$ cat config.mk
export PLATFORM = sky130hd
export DESIGN_NAME = fetch_controller
export DESIGN_NICKNAME = d
export VERILOG_FILES = /design/src/rtl/fetch_pkg.sv /design/src/rtl/fetch_queue.sv /design/src/rtl/fetch_controller.sv
export SDC_FILE = /design/constraint.sdc
export NUM_CORES = 1
export LEC_CHECK = 0
export CORE_ASPECT_RATIO = 1.2
export CORE_MARGIN = 2
export CORE_UTILIZATION = 57
export DETAILED_ROUTE_END_ITERATION = 8
export PLACE_DENSITY = 0.75
export REMOVE_ABC_BUFFERS = 1
export SYNTH_ARGS = -nofsm -noshare
export SYNTH_HDL_FRONTEND = slang
export SYNTH_SLANG_ARGS = --single-unit
$ cat constraint.sdc
create_clock -name clk -period 8.6 [get_ports clk]
set_clock_uncertainty 0.05 [all_clocks]
set_input_delay 2.15 -clock clk [delete_from_list [all_inputs] [get_ports clk]]
set_output_delay 2.15 -clock clk [all_outputs]
set_load 0.01 [all_outputs]
$ cat src/rtl/fetch_pkg.sv
// Shared types and constants for the fetch front end.
// The queue stores each instruction together with its byte PC so decode
// never has to reconstruct addresses after a redirect or an unaligned start.
package fetch_pkg;

   localparam int INS_W       = 32;
   localparam int FETCH_BYTES = 8;

   typedef enum logic [1:0] {
      S_IDLE,
      S_REQ,
      S_RESP
   } fetch_state_e;

   typedef struct packed {
      logic [INS_W-1:0] ins;
      logic [31:0]      pc;
   } fetch_entry_t;

endpackage

$ cat src/rtl/fetch_queue.sv
// Circular instruction queue: writes two entries at once (or none), exposes
// the two oldest entries combinationally and retires 0..2 per cycle.
// A flush empties it in one cycle. The caller guarantees room before a push
// and never takes more than the number of occupied entries.
module fetch_queue
   import fetch_pkg::*;
#(
   parameter int DEPTH = 8
) (
   input  logic                       clk,
   input  logic                       rst,
   input  logic                       flush_i,
   input  logic                       push_i,
   input  fetch_entry_t               push0_i,
   input  fetch_entry_t               push1_i,
   input  logic [1:0]                 take_i,
   output fetch_entry_t               head0_o,
   output fetch_entry_t               head1_o,
   output logic [1:0]                 avail_o,
   output logic [$clog2(DEPTH):0]     count_o
);

   localparam int PW = $clog2(DEPTH);
   localparam int CW = PW + 1;

   fetch_entry_t    mem_q [DEPTH];
   logic [PW-1:0]   rdPtr_q;
   logic [PW-1:0]   wrPtr_q;
   logic [CW-1:0]   count_q;
   logic            pushEff;

   assign pushEff = push_i && !flush_i;

   // Entry storage needs no reset; stale contents are masked by the count.
   always_ff @(posedge clk) begin
      if (pushEff) begin
         mem_q[wrPtr_q]           <= push0_i;
         mem_q[wrPtr_q + PW'(1)]  <= push1_i;
      end
   end

   // Pointers wrap naturally because the depth is a power of two.
   always_ff @(posedge clk) begin
      if (rst || flush_i) begin
         rdPtr_q <= '0;
         wrPtr_q <= '0;
         count_q <= '0;
      end else begin
         rdPtr_q <= rdPtr_q + PW'(take_i);
         wrPtr_q <= wrPtr_q + (pushEff ? PW'(2) : PW'(0));
         count_q <= count_q + (pushEff ? CW'(2) : CW'(0)) - CW'(take_i);
      end
   end

   // Head window reads are zero-latency; empty slots read as zero.
   always_comb begin
      head0_o = '0;
      head1_o = '0;
      avail_o = 2'd0;
      if (count_q >= CW'(1)) begin
         head0_o = mem_q[rdPtr_q];
         avail_o = 2'd1;
      end
      if (count_q >= CW'(2)) begin
         head1_o = mem_q[rdPtr_q + PW'(1)];
         avail_o = 2'd2;
      end
   end

   assign count_o = count_q;

endmodule

$ cat src/rtl/fetch_controller.sv
// Fetch controller: owns the PC, strobes the dual-word instruction memory,
// captures each {ins0, ins1} pair into the queue and serves decode.
// A redirect flushes everything and restarts fetch at the new address.
module fetch_controller
   import fetch_pkg::*;
#(
   parameter int          QUEUE_DEPTH = 8,
   parameter logic [31:0] RESET_PC    = 32'h0
) (
   input  logic                          clk,
   input  logic                          rst,
   output logic                          mem_req,
   output logic [31:0]                   mem_pc,
   input  logic [INS_W-1:0]              mem_ins0,
   input  logic [INS_W-1:0]              mem_ins1,
   input  logic                          halt,
   input  logic                          redirect_valid,
   input  logic [31:0]                   redirect_pc,
   output logic [1:0]                    dec_avail,
   output logic [INS_W-1:0]              dec_ins0,
   output logic [INS_W-1:0]              dec_ins1,
   output logic [31:0]                   dec_pc0,
   output logic [31:0]                   dec_pc1,
   input  logic [1:0]                    dec_take,
   output logic [$clog2(QUEUE_DEPTH):0]  queue_count
);

   localparam int CW = $clog2(QUEUE_DEPTH) + 1;

   fetch_state_e  state_q, state_d;
   logic [31:0]   pc_q, pc_d;
   logic          push;
   logic [1:0]    takeEff;
   fetch_entry_t  push0, push1, head0, head1;

   // A response is dropped if a redirect lands in the same cycle.
   assign push  = (state_q == S_RESP) && !redirect_valid;
   assign push0 = '{ins: mem_ins0, pc: pc_q};
   assign push1 = '{ins: mem_ins1, pc: pc_q + 32'd4};

   // Decode may not over-take; clamp defensively, and ignore it on redirect.
   always_comb begin
      takeEff = dec_take;
      if (dec_take > dec_avail) begin
         takeEff = dec_avail;
      end
      if (redirect_valid) begin
         takeEff = 2'd0;
      end
   end

   // State and PC registers; reset beats redirect and halt.
   always_ff @(posedge clk) begin
      if (rst) begin
         state_q <= S_IDLE;
         pc_q    <= RESET_PC;
      end else begin
         state_q <= state_d;
         pc_q    <= pc_d;
      end
   end

   // Next-state logic. From S_RESP the pair being captured is counted as
   // already occupying two slots, so the next request still has room.
   always_comb begin
      state_d = state_q;
      pc_d    = pc_q;
      case (state_q)
         S_IDLE: begin
            if (!halt && queue_count <= CW'(QUEUE_DEPTH - 2)) begin
               state_d = S_REQ;
            end
         end
         S_REQ: begin
            state_d = S_RESP;
         end
         S_RESP: begin
            pc_d = pc_q + 32'(FETCH_BYTES);
            if (!halt && queue_count <= CW'(QUEUE_DEPTH - 4)) begin
               state_d = S_REQ;
            end else begin
               state_d = S_IDLE;
            end
         end
         default: begin
            state_d = S_IDLE;
         end
      endcase
      if (redirect_valid) begin
         state_d = S_IDLE;
         pc_d    = redirect_pc;
      end
   end

   assign mem_req = (state_q == S_REQ);
   assign mem_pc  = pc_q;

   fetch_queue #(
      .DEPTH (QUEUE_DEPTH)
   ) uQueue (
      .clk     (clk),
      .rst     (rst),
      .flush_i (redirect_valid),
      .push_i  (push),
      .push0_i (push0),
      .push1_i (push1),
      .take_i  (takeEff),
      .head0_o (head0),
      .head1_o (head1),
      .avail_o (dec_avail),
      .count_o (queue_count)
   );

   assign dec_ins0 = head0.ins;
   assign dec_ins1 = head1.ins;
   assign dec_pc0  = head0.pc;
   assign dec_pc1  = head1.pc;

   // Decode consuming more than is presented is a protocol error upstream.
   assert property (@(posedge clk) disable iff (rst || redirect_valid)
                    dec_take <= dec_avail)
      else $error("dec_take %0d exceeds dec_avail %0d", dec_take, dec_avail);

endmodule

==> results of run 1 <==
[Yosys cell counts (17+ instances only)]
master    number  area share
xnor2_1      100       0.030
mux4_2       252        0.20
clkbuf_1     100       0.013
mux2i_1       65       0.022
dfxtp_1       43       0.030
nand2_1      588       0.076
nor3_1        33      0.0057
nand4_1       18      0.0039
nand3_1       45      0.0078
buf_1         55      0.0071
edfxtp_1     504        0.52
a21oi_1       66       0.011
xor2_1        31      0.0094
nor4_1        17      0.0037
nor2_1       120       0.016
[layout make-up]
type,instances,area [um2]
sequential,547,16010
clock inverter,31,272.8
tap,644,805.8
multi-input combinational,1462,12200
fill,3524,16380
timing repair buffer,309,3028
clock buffer,70,1433
inverter,20,95.09
[power breakdown]
part           leakage, nW  switching, mW  internal (mW)
Combinational         5.15           1.10           1.04
Clock                0.832          0.997           1.32
Sequential            4.93         0.0806           2.93
[per-layer routing]
metal,vias to the layer above,share of wire,routed length (um),global-route usage
li1,8633,-,-,-
met1,10050,0.38,28910,0.3855
met2,994,0.50,37940,0.4817
met5,-,0,0,0
met4,0,0.033,2468,0.1042
met3,160,0.083,6313,0.05484
[critical path: cells and delay by family (launching register included)]
family        cells  cell delay, ns
buf+inv           3            2.03
mux               2            0.82
flops             1            0.80
simple gates      1            0.06
[worst paths after layout]
check                         start                 end  slack [ns]  cells past startpoint
setup / recovery  uQueue.rdPtr_q[0]         dec_ins0[1]        2.01                      6
hold / removal            mem_pc[1]  uQueue.mem_q[2][1]        0.51                      0
setup reg to reg  uQueue.count_o[2]   uQueue.count_o[3]        4.60                     13
hold reg to reg           mem_pc[1]  uQueue.mem_q[2][1]        0.51                      0
[registers in the layout, indices dropped and copies added (netlist names)]
register,cells
mem_pc,32
state_q,2
uQueue.count_o,4
uQueue.mem_q,504
uQueue.rdPtr_q,3
uQueue.wrPtr_q,2
[cells by family (layout without fill, tap and decap cells)]
kind of cell | count (synthesis) | after routing | share of synthesized area
adder cells (fa/ha/maj) | 15 | 15 | 0.007261
AO/OA/AOI/OAI | 117 | 117 | 0.02524
buffers and inverters | 199 | 430 | 0.02779
XOR/XNOR | 131 | 131 | 0.03964
flip-flops | 547 | 547 | 0.5526
multiplexers | 317 | 317 | 0.2185
AND/OR/NAND/NOR | 882 | 882 | 0.1290
[per-stage QoR]
step | setup WS, ns | hold slack, ns
after floorplan | -6.502 | 0.4723
after global placement | 2.670 | 0.5091
after detailed placement | 2.586 | 0.5056
after CTS | 1.926 | 0.5025
after global routing | 1.704 | 0.5016
final | 2.014 | 0.5146
==> results.json, run 1 <==
{
  "num_io_pins": 269,
  "ys_types": 56,
  "clock-root-buffer": "clkbuf_16",
  "dpl_cell_area_um2": 32140,
  "status": "completed",
  "antenna_found_initial": 0,
  "cp.arrival_ns": 4.39,
  "drive_gt1_frac": 0.1587,
  "final_cell_area_um2": 33850,
  "placedCellCount": 2982,
  "path_class": "register to output port",
  "hold_path.class": "register to register",
  "clkLatencyLatePin_ns": 0.60,
  "grt_setup_unrepaired": "no",
  "post-route-drc-count": 0,
  "vias": 19830,
  "final_common_cell": "nand2_1",
  "grt_pass1_vias": 20140,
  "report.final.slew_viol_count": 0,
  "die_x_um": 209.7,
  "dpl.hpwl_um": 46160,
  "cts_tree": "done",
  "cp-end-kind": "output port",
  "synth_edf_count": 504,
  "synth_ff_type": "edfxtp_1",
  "cp.required_ns": 6.40,
  "utilization": 0.6739,
  "max_stage_delay_ns": 0.80,
  "postCtsSetupRepairBufs": 0,
  "critical_path.slowest_cell": "dfxtp_4",
  "dr.pass1.iters": 6,
  "drt.antenna.violating_nets": 0,
  "cp-start-kind": "register",
  "final_cells": 3083,
  "synth_seq_cells": 547,
  "setup_tns_ns": 0,
  "syn-mean-instance-area_um2": 13.11,
  "ctsResizeCount": 0,
  "p_total_mw": 7.470,
  "tightest_slew_ns": 1.294,
  "finalSetupViolCount": 0,
  "fin_crit_sh": 0.7658,
  "relSlewSlack": 0.1292,
  "synthArstFlopShare": 0,
  "synth_area_um2": 28950,
  "cpMostUsedCell": "buf_4",
  "routed_wl_um": 75640,
  "cts_buffers": 54,
  "die_area_um2": 52610,
  "fmax_ghz": 0.1518,
  "min_period_ns": 6.586,
  "postSynthCellCount": 2208,
  "core_area_um2": 50220,
  "grt_pass1_wl_um": 116200,
  "nets": 2511,
  "wl_per_cell_um": 24.53,
  "cap_violations": 0,
  "pwr_density_cell_nw_per_um2": 220.7,
  "placementRows": 90,
  "start_util": 0.5764,
  "vias_per_cell": 6.433,
  "clk_pin_slew_ns": 0.06,
  "grt_max_degree": 105,
  "cts.sinks": 547,
  "place.gp.congestion": 0.8656,
  "crit_chain": "buf_4 -> buf_4 -> mux4_2 -> mux2i_1 -> nor2_1 -> clkdlybuf4s50_1",
  "peakVddDrop_mv": 0.5369,
  "crit_fanout": 52,
  "final_cell_mix": "nand2_1 (588), edfxtp_1 (504), clkdlybuf4s50_1 (268)",
  "cts-htree-levels": 2,
  "port_buffers": 268,
  "yosys_warnings": 0,
  "ctsHoldBuffers": 0,
  "cts_buffer_depth": 3,
  "drt_iter0_drc": 2010,
  "overflow": 0,
  "hold_viol": 0,
  "grt_usage": 0.2897,
  "total_leakage_power_nw": 10.91,
  "yosysSeqAreaShare": 0.5526,
  "syn2layout_area_growth_pct": 16.92,
  "die_y_um": 250.9,
  "diodes": 0
}
Note: power is estimated with default switching activity, not from simulation.
==> inputs of run 2 (changes only) <==
- clock period: 8.6 -> 6.6 ns (I/O delays scaled with it)
==> run 2 against run 1 <==
Clock-buffer cell count up 3. Clock power rose by 32%. Worst setup slack lost 0.90 ns. First-iteration DRC count rose by 4.0%. Die area stayed put. Cell count hardly changed. Sequential share of layout area fell by 0.12 points. Combinational power grew 31%. Sequential power grew 30%. Register-to-register slack worse by 1.9 ns. Critical path type unchanged. Largest cell class unchanged. Largest power group unchanged.
==> results.json, run 2 (synthesis gave the netlist of run 1 again) <==
{
  "routed_wl_um": 74830,
  "nets": 2512,
  "tightest_slew_ns": 1.376,
  "num_io_pins": 269,
  "setup_tns_ns": 0,
  "peakVddDrop_mv": 0.4559,
  "cp.arrival_ns": 3.79,
  "holdWs_ns": 0.4931,
  "relSlewSlack": 0.07450,
  "dpl.hpwl_um": 45030,
  "syn2layout_area_growth_pct": 17.21,
  "critical_path.slowest_cell": "ha_4",
  "drt_iter0_drc": 2090,
  "drive_gt1_frac": 0.1574,
  "crit_fanout": 43,
  "largest_reg_flops": 504,
  "placementRows": 90,
  "cap_violations": 0,
  "port_buffers": 268,
  "die_y_um": 250.9,
  "dpl_cell_area_um2": 32200,
  "die_x_um": 209.7,
  "cts.sinks": 547,
  "grt_max_degree": 163,
  "pwr_density_cell_nw_per_um2": 287.9,
  "fmax_ghz": 0.1823,
  "n_fill_cell": 3534,
  "start_util": 0.5764,
  "ctsHoldBuffers": 0,
  "min_period_ns": 5.485,
  "grt_pass1_vias": 19720,
  "grt_pass1_wl_um": 114500,
  "hold_viol": 0,
  "finalSetupViolCount": 0,
  "place.gp.congestion": 0.8836,
  "pre_cts_ws_ns": 1.236,
  "postCtsSetupRepairBufs": 0,
  "overflow": 0,
  "grt_setup_unrepaired": "no",
  "dr.pass1.iters": 6,
  "final_cell_mix": "nand2_1 (588), edfxtp_1 (504), clkdlybuf4s50_1 (268)",
  "wl_per_cell_um": 24.26,
  "hold_path.class": "register to register",
  "setup_ws_ns": 1.115,
  "vias_per_cell": 6.421,
  "status": "completed",
  "core_area_um2": 50220,
  "cp.required_ns": 4.90,
  "max_stage_delay_ns": 0.77,
  "total_leakage_power_nw": 10.94,
  "clkLatencyLatePin_ns": 0.61,
  "report.final.slew_viol_count": 0,
  "die_area_um2": 52610,
  "utilization": 0.6756,
  "final_cells": 3084,
  "vias": 19800,
  "cts-htree-levels": 2,
  "antenna_found_initial": 1,
  "cts_buffer_depth": 3,
  "p_total_mw": 9.769,
  "cp-start-kind": "register",
  "placedCellCount": 2983,
  "final_cell_area_um2": 33930,
  "clock-root-buffer": "clkbuf_16",
  "cp-end-kind": "output port",
  "clk_pin_slew_ns": 0.06,
  "drt.antenna.violating_nets": 0,
  "fin_crit_sh": 0.8311,
  "cts_tree": "done",
  "path_class": "register to output port",
  "grt_usage": 0.2851,
  "cts_buffers": 54,
  "final_common_cell": "nand2_1",
  "crit_chain": "ha_4 -> buf_12 -> mux4_2 -> nand2_1 -> a21oi_1 -> clkdlybuf4s50_1",
  "regMostFlops": "uQueue.mem_q",
  "ctsResizeCount": 0,
  "post-route-drc-count": 0
}
run 2: worst max-delay path, delay by kind of cell, from the launching register on:
family / cells / cell delay [ns]
AO/OA/AOI/OAI: 1 / 0.12
buffers and inverters: 2 / 0.96
multiplexers: 1 / 0.55
flip-flops: 1 / 0.63
AND/OR/NAND/NOR: 1 / 0.09
adder cells (fa/ha/maj): 1 / 0.77
run 2: final timing paths:
check / start / end / slack, ns / depth (start not counted)
setup / recovery: uQueue.rdPtr_q[0] / dec_ins1[20] / 1.11 / 6
hold / removal: mem_pc[1] / uQueue.mem_q[6][1] / 0.49 / 0
setup reg to reg: uQueue.count_o[2] / uQueue.count_o[3] / 2.70 / 13
hold reg to reg: mem_pc[1] / uQueue.mem_q[6][1] / 0.49 / 0
run 2: power by group:
part           internal, mW  total [mW]  switching [mW]
sequential             3.82        3.91          0.0951
combinational          1.36        2.80            1.43
clock                  1.76        3.06            1.29
run 2: final cells by class:
cell class,count,area (um2),area share
sequential,547,16010,0.4718
multi-input combinational,1462,12200,0.3597
timing repair buffer,310,3085,0.09094
clock buffer,73,1486,0.04381
tap,644,805.8,0.02375
clock inverter,27,244.0,0.007191
inverter,20,95.09,0.002803
antenna,1,2.502,0.00007375
run 2: metal layers:
layer  vias up  share of wire  GRT usage
li1       8628              -          -
met2       945           0.51     0.4830
met4         0          0.030    0.09240
met5         -              0          0
met3       153          0.083    0.04522
met1     10080           0.38     0.3815
